File: config.mk
export PLATFORM = sky130hd
export DESIGN_NAME = vga_timing_ctrl
export DESIGN_NICKNAME = d
export VERILOG_FILES = /design/src/rtl/vga_timing_ctrl.sv
export SDC_FILE = /design/constraint.sdc
export NUM_CORES = 1
export LEC_CHECK = 0
export CAP_MARGIN = 40
export CORE_ASPECT_RATIO = 1.5
export CORE_UTILIZATION = 56
export DETAILED_ROUTE_END_ITERATION = 10
export HOLD_SLACK_MARGIN = 0.12
export MAX_ROUTING_LAYER = met4
export PLACE_DENSITY_LB_ADDON = 0.12
export SLEW_MARGIN = 20
export SYNTH_ARGS = -nofsm -noshare
export SYNTH_HDL_FRONTEND = slang
export SYNTH_SLANG_ARGS = --single-unit
File: constraint.sdc
create_clock -name vga_CLK -period 2.5 [get_ports vga_CLK]
set_input_delay 0.375 -clock vga_CLK [delete_from_list [all_inputs] [get_ports vga_CLK]]
set_output_delay 0.375 -clock vga_CLK [all_outputs]
set_load 0.01 [all_outputs]
File: src/rtl/vga_timing_ctrl.sv
// vga_timing_ctrl: raster sequencer for the video path.
// Steps horizontal and vertical FSMs on the pixel tick (vga_EN). It produces
// active-low syncs, blanking, pixel coordinates and a one-clock start-of-frame strobe.
// Optional build macro VGA_FRAME_CNT_EN adds the 8-bit frame counter output vga_FRAME.
module vga_timing_ctrl #(
  parameter int H_DISP = 640,
  parameter int H_FP   = 16,
  parameter int H_SYNC = 96,
  parameter int H_BP   = 48,
  parameter int V_DISP = 480,
  parameter int V_FP   = 10,
  parameter int V_SYNC = 2,
  parameter int V_BP   = 33
) (
  input  logic                                                vga_CLK,
  input  logic                                                vga_RST,
  input  logic                                                vga_EN,
  output logic                                                vga_HS,
  output logic                                                vga_VS,
  output logic                                                vga_BLANK,
  output logic [$clog2(H_DISP+H_FP+H_SYNC+H_BP)-1:0]          vga_X,
  output logic [$clog2(V_DISP+V_FP+V_SYNC+V_BP)-1:0]          vga_Y,
  output logic                                                vga_SOF
`ifdef VGA_FRAME_CNT_EN
  ,
  output logic [7:0]                                          vga_FRAME
`endif
);

  // state  | meaning
  // -------+-----------------------------------------------
  // H_ACT  | visible pixels of the line
  // H_FP   | horizontal front porch
  // H_SYNC | horizontal sync pulse (vga_HS low)
  // H_BP   | horizontal back porch, last pixel wraps vga_X
  // V_ACT  | visible lines of the frame
  // V_FP   | vertical front porch
  // V_SYNC | vertical sync pulse (vga_VS low)
  // V_BP   | vertical back porch, last line wraps vga_Y

  localparam int H_TOT = H_DISP + H_FP + H_SYNC + H_BP;
  localparam int V_TOT = V_DISP + V_FP + V_SYNC + V_BP;
  localparam int XW    = $clog2(H_TOT);
  localparam int YW    = $clog2(V_TOT);

  localparam logic [XW-1:0] H_DISP_M1 = XW'(H_DISP - 1);
  localparam logic [XW-1:0] H_FP_M1   = XW'(H_FP - 1);
  localparam logic [XW-1:0] H_SYNC_M1 = XW'(H_SYNC - 1);
  localparam logic [XW-1:0] H_BP_M1   = XW'(H_BP - 1);
  localparam logic [YW-1:0] V_DISP_M1 = YW'(V_DISP - 1);
  localparam logic [YW-1:0] V_FP_M1   = YW'(V_FP - 1);
  localparam logic [YW-1:0] V_SYNC_M1 = YW'(V_SYNC - 1);
  localparam logic [YW-1:0] V_BP_M1   = YW'(V_BP - 1);

  typedef enum logic [1:0] {H_ACT, H_FPO, H_SYN, H_BPO} h_state_t;
  typedef enum logic [1:0] {V_ACT, V_FPO, V_SYN, V_BPO} v_state_t;

  h_state_t      h_st, h_st_n;
  v_state_t      v_st, v_st_n;
  logic [XW-1:0] h_left, h_left_n, x_n;
  logic [YW-1:0] v_left, v_left_n, y_n;
  logic          line_end, frame_end;

  // Next-state decode: per-state down-counters reload on terminal count.
  always_comb begin
    h_st_n   = h_st;
    h_left_n = h_left - 1'b1;
    x_n      = vga_X + 1'b1;
    line_end = 1'b0;
    if (h_left == '0) begin
      case (h_st)
        H_ACT:   begin h_st_n = H_FPO; h_left_n = H_FP_M1;   end
        H_FPO:   begin h_st_n = H_SYN; h_left_n = H_SYNC_M1; end
        H_SYN:   begin h_st_n = H_BPO; h_left_n = H_BP_M1;   end
        default: begin
          h_st_n   = H_ACT;
          h_left_n = H_DISP_M1;
          x_n      = '0;
          line_end = 1'b1;
        end
      endcase
    end

    v_st_n    = v_st;
    v_left_n  = v_left;
    y_n       = vga_Y;
    frame_end = 1'b0;
    if (line_end) begin
      v_left_n = v_left - 1'b1;
      y_n      = vga_Y + 1'b1;
      if (v_left == '0) begin
        case (v_st)
          V_ACT:   begin v_st_n = V_FPO; v_left_n = V_FP_M1;   end
          V_FPO:   begin v_st_n = V_SYN; v_left_n = V_SYNC_M1; end
          V_SYN:   begin v_st_n = V_BPO; v_left_n = V_BP_M1;   end
          default: begin
            v_st_n    = V_ACT;
            v_left_n  = V_DISP_M1;
            y_n       = '0;
            frame_end = 1'b1;
          end
        endcase
      end
    end
  end

  // Raster FSMs with outputs registered from next-state so they track the counters.
  always_ff @(posedge vga_CLK) begin
    if (vga_RST) begin
      h_st      <= H_ACT;
      v_st      <= V_ACT;
      h_left    <= H_DISP_M1;
      v_left    <= V_DISP_M1;
      vga_X     <= '0;
      vga_Y     <= '0;
      vga_HS    <= 1'b1;
      vga_VS    <= 1'b1;
      vga_BLANK <= 1'b0;
      vga_SOF   <= 1'b0;
    end else if (vga_EN) begin
      h_st      <= h_st_n;
      v_st      <= v_st_n;
      h_left    <= h_left_n;
      v_left    <= v_left_n;
      vga_X     <= x_n;
      vga_Y     <= y_n;
      vga_HS    <= (h_st_n != H_SYN);
      vga_VS    <= (v_st_n != V_SYN);
      vga_BLANK <= !((h_st_n == H_ACT) && (v_st_n == V_ACT));
      vga_SOF   <= frame_end;
    end else begin
      vga_SOF   <= 1'b0;
    end
  end

`ifdef VGA_FRAME_CNT_EN
  // Frame counter steps in the same clock that vga_SOF rises.
  always_ff @(posedge vga_CLK) begin
    if (vga_RST)
      vga_FRAME <= '0;
    else if (vga_EN && frame_end)
      vga_FRAME <= vga_FRAME + 8'd1;
  end
`endif

endmodule

==> summary.md <==
| Metric | Value |
|---|---|
| Outcome | `complete, no violations` |
| CP required | `2680 ps` |
| Starting density of the core | `a little under 60%` |
| Internal | `1.10 mW` |
| Final WL | `4910 um` |
| Number of routed nets with antenna violations | `0` |
| Kind of critical path | `flop to flop` |
| Num rows | `29` |
| Vias in the first global route | `1,844` |
| Leak | `about 1.2 nW` |
| GPL Wtd Cong | `0.846` |
| Count of cell types in the netlist | `50` |
| Commonest cells in the netlist | `48 x dfxtp_1, 29 x nor2_1, 25 x nand2_1` |
| Share of cells above drive strength 1 | `7.64%` |
| Die Wd | `56.4 um` |
| Clk slew on worst S/H paths | `80 ps` |
| Sw power | `312 uW` |
| DRC viols | `0` |
| CP peak stage delay | `roughly 470 ps` |
| Cell Area, Placed | `approximately 0.0028 mm^2` |
| Met3 Wirelength | `128 um` |
| Yosys warnings | `0` |
| DR iter-0 viols | `just under 60` |
| Drt via density | `5.72` |
| Post-synth EDFFs | `0` |
| Final Worst Setup Slack | `about 390 ps` |
| Post-Syn Area | `0.00248 mm^2` |
| Htree depth | `2` |
| Met2 WL | `2500 um` |
| Clk buf depth | `2` |
| Vias post-DR | `between 2,000 and 2,500` |
| Count leader, synth | `dfxtp_1` |
| Nature of the critical path endpoint | `flop` |
| Clock network power share | `between 30% and 40%` |
| Max-cap violations | `0` |
| Max Slew Vio Count | `0` |
| Post-place setup slack | `about 410 ps` |
| Dpl cells | `352` |
| CTS tree | `done` |
| Worst Tran Pin Value | `between 400 and 500 ps` |
| Fmax | `0.474 GHz` |
| Fillers | `359` |
| Asr flop ratio synth | `0%` |
| Fin. Hold Viols | `0` |
| Synth top area cells | `dfxtp_1 39%, ha_1 7.6%, xor2_1 6.4%` |
| Per-cell routed wire length | `13.7 um` |
| Sequential area share after synthesis | `38.7%` |
| TritonRoute pass-1 iters | `4` |
| Startpoint types | `flop` |
| Vert. Die Dim | `83.5 um` |
| Input/output buffers | `26` |
| Post-CTS Resized | `0` |
| FF+latch count, synth | `48` |
| Combinational power share | `5.6%` |
| GRT Overall Usage | `22.4%` |
| Post-route insts no fill | `360` |
| RSZ-0062 raised after global routing | `no` |
| Initial antenna violation count | `0` |
| Period utilization | `84.4%` |
| Clock skew | `approximately 7.4 ps` |
| Setup violations, final | `0` |
| Syn Nets | `300` |
| Cell taking the most area after synthesis | `dfxtp_1` |
| Register area | `961 um^2` |
| Max-slew headroom | `71.2%` |
| Antenna diodes | `0` |
| Fin nets | `331` |
| Clock Sinks | `48` |
| I/O pin count | `27` |
| Largest net degree at the start of global routing | `25` |
| Number of post-CTS setup repair buffers | `0` |
| Core ar. | `0.00425 mm^2` |
| Reg power frac | `55.5%` |
| Die ar. | `between 0.004 and 0.005 mm^2` |
| VDD IR-drop max | `roughly 460 uV` |
| Fin util | `68.8%` |
| Yosys top cell area share | `38.7%` |
| Worst EP arrival | `2290 ps` |
| Cells after Synth | `282` |
| Num CTS Buffers | `5` |
| CTS Root Cell | `clkbuf_8` |
| Critical-path cell list | `inv_1 > ha_1 > nor2b_1 > nand4_2 > or4_4 > a221oi_2 > o21ai_1` |
| Pwr per Cell Area | `485 mW/mm^2` |
| Clock latency on the worst-skew pair | `~300 ps` |
| First-pass GRT wire length | `8210 um` |
| Area Growth Syn to Fin | `17.6%` |
| Hold buffers post-CTS | `0` |
| Worst reg-to-reg setup slack | `just under 400 ps` |
| Met1 WL | `2210 um` |
| CP max FO | `5` |
| Sw Ratio | `between 20 and 25%` |
| Fin Setup TNS | `0 ps` |
| Area of the multi-input gates | `0.00143 mm^2` |
| Most used DFF post-synth | `dfxtp_1` |
| Worst hold path class | `flop to flop` |
| Slowest CP cell | `or4_4` |
| DP HPWL | `3560 um` |
| GR Overflow Total | `0` |
| Mean Syn Cell Area | `8.80 um^2` |
| Final instance area | `0.00292 mm^2` |
| Fin crit period | `2110 ps` |
| Uppermost routed layer | `met4` |
==> logic make-up after synthesis <==
kind of cell	Yosys count	synth area share, %
and+or+nand+nor	124	28.7
xor gates and xnor gates	23	8.11
muxes	3	1.21
AOI/OAI and AO/OA	47	12.1
DFF	48	38.7
buffers and inverters	22	3.58
adders and majority gates	15	7.56
==> registers in the layout, indices dropped and copies added, names as in the netlist <==
signal and cells:
h_left 10, v_left 10, vga_X 10, vga_Y 10, h_st 2, v_st 2
vga_BLANK 1, vga_HS 1, vga_SOF 1, vga_VS 1
==> placed cells by master, fill, tap and decap left out, types with 11 or more instances in the layout <==
master / n
a21oi_1: 14
clkdlybuf4s50_1: 26
dfxtp_1: 48
ha_1: 15
inv_1: 12
nand2_1: 25
nand3_1: 17
nor2_1: 29
o21ai_0: 11
xor2_1: 18
==> path summary, 6_finish.rpt <==
path | end | from | cells after the start
hold / removal | vga_HS | vga_HS | 1
setup / recovery | vga_VS | h_left[0] | 7
setup reg to reg | vga_VS | h_left[0] | 7
hold reg to reg | vga_HS | vga_HS | 1
==> worst max-delay path: cells and delay by family (launching register included) <==
family          cells  cell delay (ps)
simple gates        3             1030
flops               1              340
compound gates      2              330
fa+ha+maj           1              180
buf+inv             1              110
==> stage by stage <==
stage                     total power [mW]  hold WS [ps]
after detailed placement             0.882           459
after floorplan                      0.848           450
after CTS                             1.43           485
after global placement               0.880           457
final                                 1.42           477
after global routing                  1.47           518
==> routing by layer <==
layer  vias up  GRT usage [%]
li1       1067              -
met1       943           26.9
met2        41           36.4
met3         8           3.88
met4         0           9.98
met5         -              -
==> power by group through the flow <==
stage	Sequential (mW)	Combinational, mW	Clock (mW)
floorplan	0.803	0.0452	0
global placement	0.803	0.0771	0
detailed placement	0.804	0.0785	0
CTS	0.786	0.0794	0.567
global route	0.787	0.0875	0.595
finish	0.786	0.0789	0.552
==> cell type report <==
| cell class | instances | share of cell area, % |
|---|---|---|
| clock buffers | 6 | 2.49 |
| multi-input cells | 212 | 49.1 |
| clock inverters | 2 | 1.20 |
| well taps | 46 | 1.97 |
| repair buffers | 33 | 10.7 |
| flip-flops and latches | 48 | 32.9 |
| inverters | 13 | 1.67 |
No activity file was read; power rests on OpenSTA's default activity.
